`config.mk`:
```
export PLATFORM = sky130hd
export DESIGN_NAME = muldiv_unit
export DESIGN_NICKNAME = d
export VERILOG_FILES = /design/src/rtl/muldiv_unit_pkg.sv /design/src/rtl/muldiv_step.sv /design/src/rtl/muldiv_unit.sv
export SDC_FILE = /design/constraint.sdc
export NUM_CORES = 1
export LEC_CHECK = 0
export ABC_AREA = 1
export BUFFER_PORTS_ARGS = -buffer_cell sky130_fd_sc_hd__buf_2
export CAP_MARGIN = 20
export CORE_AREA = 2 2 211 213
export CTS_BUF_LIST = sky130_fd_sc_hd__clkbuf_8
export DETAILED_ROUTE_END_ITERATION = 10
export DIE_AREA = 0 0 213 215
export GPL_TIMING_DRIVEN = 0
export SKIP_CTS_REPAIR_TIMING = 1
export SLEW_MARGIN = 5
export SYNTH_ARGS = -nofsm -noshare
export SYNTH_HDL_FRONTEND = slang
export SYNTH_SLANG_ARGS = --single-unit
```
`constraint.sdc`:
```
create_clock -name clk -period 4.7 [get_ports clk]
set_clock_uncertainty 0.05 [all_clocks]
set_input_delay 0.94 -clock clk [delete_from_list [all_inputs] [get_ports clk]]
set_output_delay 0.94 -clock clk [all_outputs]
set_load 0.02 [all_outputs]
```
`src/rtl/muldiv_unit_pkg.sv`:
```
// Shared types and op-decode helpers for the iterative RV32M multiply/divide unit.
package muldiv_unit_pkg;

  typedef enum logic [2:0] {
    MD_MUL, MD_MULH, MD_MULHSU, MD_MULHU, MD_DIV, MD_DIVU, MD_REM, MD_REMU
  } muldiv_op_t;

  typedef enum logic [1:0] {
    MD_IDLE, MD_BUSY, MD_DONE
  } muldiv_state_t;

  function automatic logic is_div(muldiv_op_t op);
    return op inside {MD_DIV, MD_DIVU, MD_REM, MD_REMU};
  endfunction

  function automatic logic a_signed(muldiv_op_t op);
    return op inside {MD_MUL, MD_MULH, MD_MULHSU, MD_DIV, MD_REM};
  endfunction

  function automatic logic b_signed(muldiv_op_t op);
    return op inside {MD_MUL, MD_MULH, MD_DIV, MD_REM};
  endfunction

endpackage

```
`src/rtl/muldiv_step.sv`:
```
// One combinational iteration: shift-add (multiply) or restoring shift-subtract
// (divide) on the {acc, opr} register pair against a fixed operand.
module muldiv_step #(
  parameter int unsigned XLEN = 32
) (
  input  logic            div_i,
  input  logic [XLEN-1:0] acc_i,
  input  logic [XLEN-1:0] opr_i,
  input  logic [XLEN-1:0] operand_i,
  output logic [XLEN-1:0] acc_o,
  output logic [XLEN-1:0] opr_o
);

  logic [XLEN:0] sum;
  logic [XLEN:0] shl;
  logic [XLEN:0] diff;

  always_comb begin
    sum  = {1'b0, acc_i} + (opr_i[0] ? {1'b0, operand_i} : '0);
    shl  = {acc_i, opr_i[XLEN-1]};
    diff = shl - {1'b0, operand_i};
    acc_o = '0;
    opr_o = '0;
    if (div_i) begin
      // Partial remainder stays below the divisor, so diff's top bit is a clean borrow flag.
      if (!diff[XLEN]) begin
        acc_o = diff[XLEN-1:0];
        opr_o = {opr_i[XLEN-2:0], 1'b1};
      end else begin
        acc_o = shl[XLEN-1:0];
        opr_o = {opr_i[XLEN-2:0], 1'b0};
      end
    end else begin
      acc_o = sum[XLEN:1];
      opr_o = {sum[0], opr_i[XLEN-1:1]};
    end
  end

endmodule

```
`src/rtl/muldiv_unit.sv`:
```
// Iterative RV32M multiply/divide unit: one bit per cycle on magnitudes, sign fixup on
// the final iteration, RISC-V divide-by-zero and overflow results without traps.
module muldiv_unit
  import muldiv_unit_pkg::*;
#(
  parameter int unsigned XLEN      = 32,
  parameter bit          EARLY_OUT = 1'b1
) (
  input  logic            clk,
  input  logic            reset,
  input  logic            flush,
  input  logic            in_valid,
  output logic            in_ready,
  input  muldiv_op_t      in_op,
  input  logic [XLEN-1:0] in_a,
  input  logic [XLEN-1:0] in_b,
  output logic            out_valid,
  input  logic            out_ready,
  output logic [XLEN-1:0] out_result,
  output logic            busy
);

  localparam int unsigned CW = $clog2(XLEN);
  localparam logic [XLEN-1:0] MIN_INT = {1'b1, {(XLEN-1){1'b0}}};

  muldiv_state_t   state_q;
  muldiv_op_t      op_q;
  logic [CW-1:0]   cnt_q;
  logic [XLEN-1:0] acc_q, opr_q, opnd_q, result_q;
  logic            neg_q, rneg_q;

  logic            accept, a_neg, b_neg, b_zero, ovf, early, op_div;
  logic [XLEN-1:0] a_mag, b_mag, special_res;
  logic [XLEN-1:0] step_acc, step_opr, fix_res;
  logic [2*XLEN-1:0] prod, prod_fix;

  assign in_ready   = (state_q == MD_IDLE) && !flush;
  assign accept     = in_valid && in_ready;
  assign out_valid  = (state_q == MD_DONE);
  assign busy       = (state_q != MD_IDLE);
  assign out_result = result_q;
  assign op_div     = is_div(op_q);

  always_comb begin
    a_neg  = a_signed(in_op) && in_a[XLEN-1];
    b_neg  = b_signed(in_op) && in_b[XLEN-1];
    a_mag  = a_neg ? -in_a : in_a;
    b_mag  = b_neg ? -in_b : in_b;
    b_zero = (in_b == '0);
    ovf    = ((in_op == MD_DIV) || (in_op == MD_REM)) && (in_a == MIN_INT) && (in_b == '1);
    early  = EARLY_OUT && is_div(in_op) && (b_zero || ovf);
    special_res = '0;
    if (b_zero)
      special_res = ((in_op == MD_DIV) || (in_op == MD_DIVU)) ? '1 : in_a;
    else if (in_op == MD_DIV)
      special_res = MIN_INT;
  end

  muldiv_step #(.XLEN(XLEN)) u_step (
    .div_i     (op_div),
    .acc_i     (acc_q),
    .opr_i     (opr_q),
    .operand_i (opnd_q),
    .acc_o     (step_acc),
    .opr_o     (step_opr)
  );

  // Sign fixup is folded into the last iteration so DONE carries the final result.
  always_comb begin
    prod     = {step_acc, step_opr};
    prod_fix = neg_q ? -prod : prod;
    fix_res  = '0;
    case (op_q)
      MD_MUL:                       fix_res = prod_fix[XLEN-1:0];
      MD_MULH, MD_MULHSU, MD_MULHU: fix_res = prod_fix[2*XLEN-1:XLEN];
      MD_DIV, MD_DIVU:              fix_res = neg_q ? -step_opr : step_opr;
      default:                      fix_res = rneg_q ? -step_acc : step_acc;
    endcase
  end

  always_ff @(posedge clk or posedge reset) begin
    if (reset) begin
      state_q  <= MD_IDLE;
      op_q     <= MD_MUL;
      cnt_q    <= '0;
      acc_q    <= '0;
      opr_q    <= '0;
      opnd_q   <= '0;
      result_q <= '0;
      neg_q    <= 1'b0;
      rneg_q   <= 1'b0;
    end else begin
      case (state_q)
        MD_IDLE: begin
          if (accept) begin
            op_q   <= in_op;
            cnt_q  <= '0;
            acc_q  <= '0;
            opr_q  <= a_mag;
            opnd_q <= b_mag;
            // A zero divisor must leave the all-ones quotient unnegated.
            neg_q  <= (a_neg ^ b_neg) && !(is_div(in_op) && b_zero);
            rneg_q <= a_neg;
            if (early) begin
              result_q <= special_res;
              state_q  <= MD_DONE;
            end else begin
              state_q  <= MD_BUSY;
            end
          end
        end
        MD_BUSY: begin
          if (flush) begin
            state_q <= MD_IDLE;
          end else begin
            acc_q <= step_acc;
            opr_q <= step_opr;
            cnt_q <= cnt_q + CW'(1);
            if (cnt_q == CW'(XLEN-1)) begin
              result_q <= fix_res;
              state_q  <= MD_DONE;
            end
          end
        end
        MD_DONE: begin
          if (flush || out_ready) state_q <= MD_IDLE;
        end
        default: state_q <= MD_IDLE;
      endcase
    end
  end

`ifdef __DUMP_STATE__
  task automatic dump_state();
    $display("muldiv op=%s acc=%h opr=%h opnd=%h state=%s cnt=%0d result=%h",
             op_q.name(), acc_q, opr_q, opnd_q, state_q.name(), cnt_q, result_q);
  endtask
`endif

endmodule

```
## Word level (Yosys, flattened, before mapping)

Cells that the tools add are included.

| cells by class | value |
|---|---|
| add/sub/neg operators | 8 |
| equal/unequal tests | 24 |
| muxes and demuxes | 34 |
| bitwise gates (word level) | 1 |
| reductions and logical operators | 31 |

Operators by type and width:

| kind | number |
|---|---|
| $mux W32 | 19 |
| $pmux W32 S2 | 3 |
| $neg A32 Y32 | 4 |
| $pmux W32 S3 | 1 |
| $eq A32 B32 Y1 const B | 2 |
| $mux W64 | 1 |
| $neg A64 Y64 | 1 |
| $add A32 B33 Y33 | 1 |
| $sub A33 B32 Y33 | 1 |
| $logic_not A32 Y1 | 1 |
| $eq A3 B3 Y1 const B | 8 |
| $reduce_bool A4 Y1 | 3 |
| $mux W2 | 5 |
| $mux W5 | 2 |
| $pmux W5 S2 | 1 |
| $eq A3 B2 Y1 const B | 3 |
| $logic_and A1 B1 Y1 | 9 |
| $ne A2 B2 Y1 const B | 4 |
| $eq A3 B1 Y1 const B | 2 |
| $logic_not A3 Y1 | 2 |
| $pmux W2 S3 | 1 |
| $reduce_and A3 Y1 | 2 |
| $add A5 B1 Y5 const B | 1 |
| $eq A5 B5 Y1 const B | 1 |
| 15 further kinds | 20 |

| storage, ports and cells | value |
|---|---|
| register bits | 140 |
| input port bits | 72 |
| word-level logic and storage cells | 107 |

## Logic depth before layout (Yosys ltp)

Gate-level depths: netlist of the first run.

| logic depth | value |
|---|---|
| depth in word-level cells | 9 |
| gate-level depth with buffers | 34 |
| mapped depth without buffers | 34 |

## By module

A second synthesis of the first run with hierarchy kept.

| second synthesis, totals | value |
|---|---|
| cell total of the unflattened synthesis | 3172 |
| area total of the unflattened synthesis | 17915.9 sq um |

Modules (own cells, without submodules):

| module | times used | cells each | area each (sq um) | sequential area each (sq um) |
|---|---|---|---|---|
| muldiv_unit | 1 | 1864 | 11578.6 | 3503.4 |
| muldiv_step | 1 | 1308 | 6337.3 | 0.0 |

## Least setup slack after synthesis of the first run

OpenSTA, ideal clock, no wires.

| path | value |
|---|---|
| path type | register -> register |
| from | register opr_q[31] |
| to | register result_q[22] (netlist: out_result[22]) |
| setup time | 118 ps |
| data arrival time | 3914 ps |
| path slack | 618 ps |
| cell stages (with the launch flop) | 32 |
| clock period less this slack | 4082 ps |
| cell sequence | dfrtp_1 > inv_1 > ha_1 > inv_1 > fa_1 > nand2_1 > nand2_1 > nand3_1 > nand2_2 > nand2_2 > nand2_4 > nand2_4 > nand3_4 > nand3_2 > nand2_2 > inv_1 > ha_1 > nand3_1 > nor2_2 > nand2_1 > nor3_2 > nand3_1 > nor3_2 > nand2_1 > nor2_1 > nand3_1 > o21bai_2 > nand3_1 > nand3_1 > nand3_1 > a21oi_1 > nor2_1 |

| between the ends | value |
|---|---|
| cells in the longest elaborated chain, start to end | 9 |
| elaborated cells on any way between the ends | 15 |
| classes of those cells | add/sub: 4; mux: 11 |

RTL lines:

| element | RTL line | source |
|---|---|---|
| start, declared | muldiv_unit.sv:29 | `logic [XLEN-1:0] acc_q, opr_q, opnd_q, result_q;` |
| start signal, assigned | muldiv_unit.sv:99 | `opr_q <= a_mag;` |
| start signal, assigned | muldiv_unit.sv:117 | `opr_q <= step_opr;` |
| $sub A33 B32 Y33 | muldiv_step.sv:21 | `diff = shl - {1'b0, operand_i};` |
| $mux W1 or $mux W32 (tied branches) | muldiv_step.sv:26 | `if (!diff[XLEN]) begin` |
| $mux W32 | muldiv_step.sv:24 | `if (div_i) begin` |
| $neg A64 Y64 (tied with other cells) | muldiv_unit.sv:71 | `prod_fix = neg_q ? -prod : prod;` |
| $mux W64 (tied with other cells) | muldiv_unit.sv:71 |  |
| $pmux W32 S3 * | muldiv_unit.sv:73 | `case (op_q)` |
| $mux W32 * | muldiv_unit.sv:119 | `if (cnt_q == CW'(XLEN-1)) begin` |
| $mux W32 * | muldiv_unit.sv:113 | `if (flush) begin` |
| $pmux W32 S2 * | muldiv_unit.sv:93 | `case (state_q)` |
| end signal, assigned | muldiv_unit.sv:105 | `result_q <= special_res;` |
| end signal, assigned | muldiv_unit.sv:120 | `result_q <= fix_res;` |
| end, declared | muldiv_unit.sv:29 |  |

Mark *: on every way between the ends. The rest lies on a longest branch, timed or not. The select of a mux whose other input is x is not followed.
A chain may end at the register's enable or synchronous reset.

## Worst setup path in the final report of the first run

| path | value |
|---|---|
| from | register opr_q[31] |
| to | register result_q[10] (netlist: out_result[10]) |

Same word-level chain as after synthesis.

==> results of run 1 <==
-- how the worst max path moves through the flow --
| stage | end | cells past startpoint | start |
|---|---|---|---|
| after floorplan | out_result[22] | 31 | opr_q[31] |
| after global placement | out_result[6] | 31 | opr_q[31] |
| after detailed placement | out_result[26] | 32 | opr_q[31] |
| after CTS | out_result[6] | 31 | opr_q[31] |
| after global routing | out_result[10] | 31 | opr_q[31] |
| final | out_result[10] | 31 | opr_q[31] |
-- cell type report --
type	instances	area, µm²	area share
inverter	444	1690	0.0854
multi-input combinational	2306	12100	0.613
buffer	92	429	0.0216
clock inverter	15	203	0.0102
tap	592	741	0.0374
sequential	140	3530	0.178
clock buffer	17	234	0.0118
timing repair buffer	142	851	0.0429
-- cell families after synthesis --
group / share of synthesized area
and+or+nand+nor: 0.414
buffers and inverters: 0.122
AOI/OAI and AO/OA: 0.162
DFF: 0.204
xor gates and xnor gates: 0.0429
adders and majority gates: 0.0541
-- flip-flops by register name, indices dropped and copies added (netlist names) --
register    flops
op_q            3
cnt_q           5
acc_q          32
opnd_q         32
out_result     32
state_q         2
opr_q          32
neg_q           1
rneg_q          1
-- worst max-delay path, delay by kind of cell, from the launching register on --
| family | cells | cell delay [ps] |
|---|---|---|
| buf+inv | 3 | 270 |
| flops | 1 | 410 |
| fa+ha+maj | 3 | 690 |
| simple gates | 22 | 2710 |
| xor+xnor | 1 | 200 |
| compound gates | 2 | 350 |
-- layer usage --
layer  track usage  up-vias  part of all wire
li1              -     9891                 -
met1         0.558    10000              0.46
met2         0.529     1072              0.40
met3        0.0832      141              0.11
met4         0.117        2             0.031
met5             0        -           0.00015
-- cell usage in the layout, fill, tap and decap left out, types with 17 or more instances in the layout --
master	Yosys	routed
nand2_1	885	875
inv_1	420	410
nor2_1	322	314
nand3_1	252	237
o21ai_0	212	209
a21oi_1	168	161
buf_2	17	124
dfrtp_1	140	121
xor2_1	72	70
clkbuf_1	62	57
ha_1	71	43
nand4_1	40	40
nor3_1	37	36
o22ai_1	33	33
buf_4	1	33
nand2_2	27	32
inv_2	20	23
nor2_2	15	20
nand3_2	7	19
ha_4	0	19
dfrtp_2	0	19
clkbuf_8	0	17
-- stage by stage --
stage	cell area [µm²]	utilization	std cells	setup slack, ps
detailed placement	18500	0.424	3685	-1230
floorplan	17200	-	2983	618
finish	19800	0.454	3748	-79.0
global placement	18400	0.422	3681	-1230
CTS	18900	0.434	3717	-1260
global route	19800	0.454	3748	-212
==> flow_summary.ini, run 1 <==
[critical_path]
startpoint_type = flip-flop
worstPathArrival_ps = 5190
crit_type = reg -> reg
critPathMaxFanout = 5
slowest_delay_ps = 410
slowest_stage = dfrtp_1
r2r_end = out_result[10]
worst-r2r-setup-slack_ps = -80
reg2reg_from = opr_q[31]
endpoint_kind = flip-flop
worstPathRequired_ps = 5110
reg2reg_depth = 31

[synthesis]
netlist_top_cells_count = nand2_1 (885), inv_1 (420), nor2_1 (322)
ys.warnings.count = 0
yosysSeqAreaShare = 0.204
synth_edf_count = 0
synth_cells = 2983
synth_seq_cells = 140
async_reset_ff_frac = 1.00
synth_area_leaders = dfrtp_1 (20%), nand2_1 (19%), inv_1 (9.2%), nand3_1 (7.4%), nor2_1 (7.0%)
yosysUniqueCellTypes = 54
avgSynthCellArea_um2 = 5.75
yosys_most_used_dff = dfrtp_1
synth_most_common_cell = nand2_1
synth_top_area_frac = 0.204
syn_nets = 3128
synth_top_area_cell = dfrtp_1
synth_area_mm2 = 0.0171

[place]
gp_congestion = 1.04
io_buffers = 106
dp_hpwl_um = 72400

[layout]
final_nets = 3288
fillers = 4867
drive_gt1_frac = 0.134
areaGrowthSynthToFinish_pct = 15.6
antennaDiodeCount = 0

[timing]
timing.final.ws_setup_ps = -79.0
maxSlewHeadroom = 0.216
finalSetupTns_ps = -183
finalHoldViolations = 0
fin_crit_ps = 4780
rsz0062_at_grt = yes
setup_viol = 5
tightest_slew_ps = 1160
final-max-slew-violation-count = 0
period_share = 1.02
max_freq_mhz = 209
whs_ps = 268

[route]
first_iter_violations = 2495
vias_per_cell = 5.64
antenna_left = 0
wire_per_inst_um = 23.0
via_count = 21100
wl_um = 86100
drc = 0
dr.pass1.iters = 8

[die]
fp.dieH_um = 215
die-width_um = 213
initial_core_util = 0.393
die_area_mm2 = 0.0458
rows = 77
io_pins = 107
core_mm2 = 0.0436

[global_route]
overflow = 0
antenna_found_initial = 2
grt_pass1_wl_um = 125000
track_usage = 0.375
grt_max_degree = 39
grt_pass1_vias = 19200

[run_status]
status = finished with violations
violations = negative setup slack

[cts]
clk_latency_ps = 540
clk_path_buf_depth = 2
cts-root-buf = clkbuf_8
htreeDepth = 4
cts_made_buffers = 17
cts_sinks = 140
path_clk_slew_ps = 100
cts_tree = yes

[flow_run]
max-cap-violations = 0

[hold_path]
hold_path.class = in -> async
Power of run 1 is not shown: default switching activity piles up to over one toggle a cycle in this logic, so the estimate is an artifact.
==> run 2: changes to the inputs <==
--- a/config.mk
+++ b/config.mk
@@ -8,13 +8,14 @@
 export ABC_AREA = 1
 export BUFFER_PORTS_ARGS = -buffer_cell sky130_fd_sc_hd__buf_2
 export CAP_MARGIN = 20
-export CORE_AREA = 2 2 211 213
+export CORE_AREA = 2 2 215 217
 export CTS_BUF_LIST = sky130_fd_sc_hd__clkbuf_8
 export DETAILED_ROUTE_END_ITERATION = 10
-export DIE_AREA = 0 0 213 215
+export DIE_AREA = 0 0 217 219
 export GPL_TIMING_DRIVEN = 0
 export SKIP_CTS_REPAIR_TIMING = 1
 export SLEW_MARGIN = 5
 export SYNTH_ARGS = -nofsm -noshare
 export SYNTH_HDL_FRONTEND = slang
+export SYNTH_HIERARCHICAL = 1
 export SYNTH_SLANG_ARGS = --single-unit
==> constraint.sdc (replaced) <==
create_clock -name clk -period 4.8 [get_ports clk]
set_clock_uncertainty 0.05 [all_clocks]
set_input_delay 0.96 -clock clk [delete_from_list [all_inputs] [get_ports clk]]
set_output_delay 0.96 -clock clk [all_outputs]
set_load 0.02 [all_outputs]
==> run 2 against run 1 <==
  * The run now ends clean
  * Synthesized area rose by 4.5%
  * Flip-flop and latch count unchanged
  * Final cell count increased by 4.4%
  * Utilization decreased by 1.6 points
  * Non-clock buffer count fell by 24
  * Synthesized cell count grew 6.3%
  * Design area is 0.30% lower
  * Highest routed layer unchanged
  * Critical endpoint is now out_result[16]
==> flow_summary.ini, run 2 <==
[cts]
path_clk_slew_ps = 90
clk_path_buf_depth = 2
cts_tree = yes
htreeDepth = 4
cts-root-buf = clkbuf_8
cts_made_buffers = 17
cts_sinks = 140
clk_latency_ps = 560

[timing]
fin_crit_ps = 4640
max_freq_mhz = 216
setup_viol = 0
tightest_slew_ps = 1180
period_share = 0.967
finalHoldViolations = 0
maxSlewHeadroom = 0.207
rsz0062_at_grt = yes
final-max-slew-violation-count = 0

[die]
rows = 78
die-width_um = 217
core_mm2 = 0.0451
io_pins = 107
initial_core_util = 0.397
fp.dieH_um = 219
die_area_mm2 = 0.0475

[critical_path]
slowest_stage = dfrtp_1
startpoint_type = flip-flop
worst-r2r-setup-slack_ps = 160
reg2reg_from = opnd_q[0]
crit_type = reg -> reg
r2r_end = out_result[16]
worstPathArrival_ps = 5070
cp_top_family = simple AND/OR/NAND/NOR gates
endpoint_kind = flip-flop
slowest_delay_ps = 490
critPathMaxFanout = 7
crit_buf_inv = 3
worst_path_most_repeated_cell = nand2_1
worstPathRequired_ps = 5230
reg2reg_depth = 27

[global_route]
antenna_found_initial = 4
grt_pass1_wl_um = 127000
overflow = 0
track_usage = 0.365
grt_max_degree = 93
grt_pass1_vias = 19900

[place]
io_buffers = 106
gp_congestion = 1.00
post_dp_cell_area_mm2 = 0.0192
dp_hpwl_um = 72700

[route]
via_count = 22000
first_iter_violations = 2901
dr.pass1.iters = 6
antenna_left = 0
wire_per_inst_um = 22.2
wl_um = 87000
drc = 0
vias_per_cell = 5.63

[layout]
multi_input_area_mm2 = 0.0125
drive_gt1_frac = 0.108
final_area_mm2 = 0.0198
fillers = 5124
seq_area_mm2 = 0.00350
final_nets = 3444
areaGrowthSynthToFinish_pct = 10.3
final_cell_mix = nand2_1 (1,057), inv_1 (397), nor2_1 (380)
final_common_cell = nand2_1

[synthesis]
yosysSeqAreaShare = 0.196
yosysUniqueCellTypes = 55
yosys_most_used_dff = dfrtp_1
synth_area_mm2 = 0.0179
synth_top_area_frac = 0.225
synth_most_common_cell = nand2_1
avgSynthCellArea_um2 = 5.65
async_reset_ff_frac = 1.00
syn_nets = 3317
synth_edf_count = 0
synth_top_area_cell = nand2_1
synth_area_leaders = nand2_1 (22%), dfrtp_1 (20%), nand3_1 (9.0%), inv_1 (8.3%), nor2_1 (8.2%)
synth_cells = 3172
netlist_top_cells_count = nand2_1 (1,072), inv_1 (397), nor2_1 (392)
synth_seq_cells = 140
ys.warnings.count = 6

[hold_path]
hold_path.class = in -> async

[run_status]
status = complete, no violations

[flow_run]
max-cap-violations = 0
## run 2: cell types whose count changed after synthesis, sizes merged, moves of 10 or more
cell | before | now
nor2 | 346 | 441
o22ai | 33 | 1
o21ai | 229 | 157
nand3 | 261 | 334
a21oi | 179 | 154
xor2 | 72 | 44
o31ai | 3 | 35
nand4 | 40 | 30
inv | 440 | 406
nor3 | 42 | 24
nand2 | 921 | 1097
nand3b | 16 | 27
## run 2: worst max-delay path by stage
stage	startpoint	end	slack [ps]	depth (start not counted)
global route	opr_q[31]	out_result[14]	-60	32
floorplan	reset	acc_q[0]	40	1
detailed placement	opr_q[31]	out_result[4]	-340	27
global placement	reset	out_result[24]	-1720	2
finish	opnd_q[0]	out_result[16]	160	27
CTS	opr_q[31]	out_result[4]	-370	27
## run 2: cell families after synthesis
family                     synth area share
DFF                                   0.196
adders and majority gates            0.0518
buffers and inverters                 0.115
and+or+nand+nor                       0.476
AOI/OAI and AO/OA                     0.132
xor gates and xnor gates             0.0293
## run 2: metrics by stage
step	setup TNS [ps]	setup slack, ps	cells	utilization	hold WS [ps]
2_1_floorplan	0	37.1	3172	-	399
3_3_place_gp	-239860	-1720	3878	0.426	412
3_5_place_dp	-1740	-338	3879	0.426	415
4_1_cts	-2370	-368	3909	0.435	373
5_1_grt	-160	-62.8	3910	0.438	409
6_report	0	160	3912	0.438	381
## run 2: layout make-up
cell class              count  area share
plain buffers             101      0.0262
diodes                      2    0.000253
flip-flops and latches    140       0.177
repair buffers            109      0.0296
inverters                 411      0.0787
clock inverters            11     0.00614
multi-input cells        2519       0.631
well taps                 600      0.0380
clock buffers              19      0.0132
## run 2: routing by layer
| layer | wire, µm | track usage |
|---|---|---|
| met1 | 39800 | 0.532 |
| met2 | 34800 | 0.521 |
| met3 | 8810 | 0.0708 |
| met4 | 3580 | 0.147 |
| met5 | 22 | 0 |
Power of run 2 is left out for the same reason.
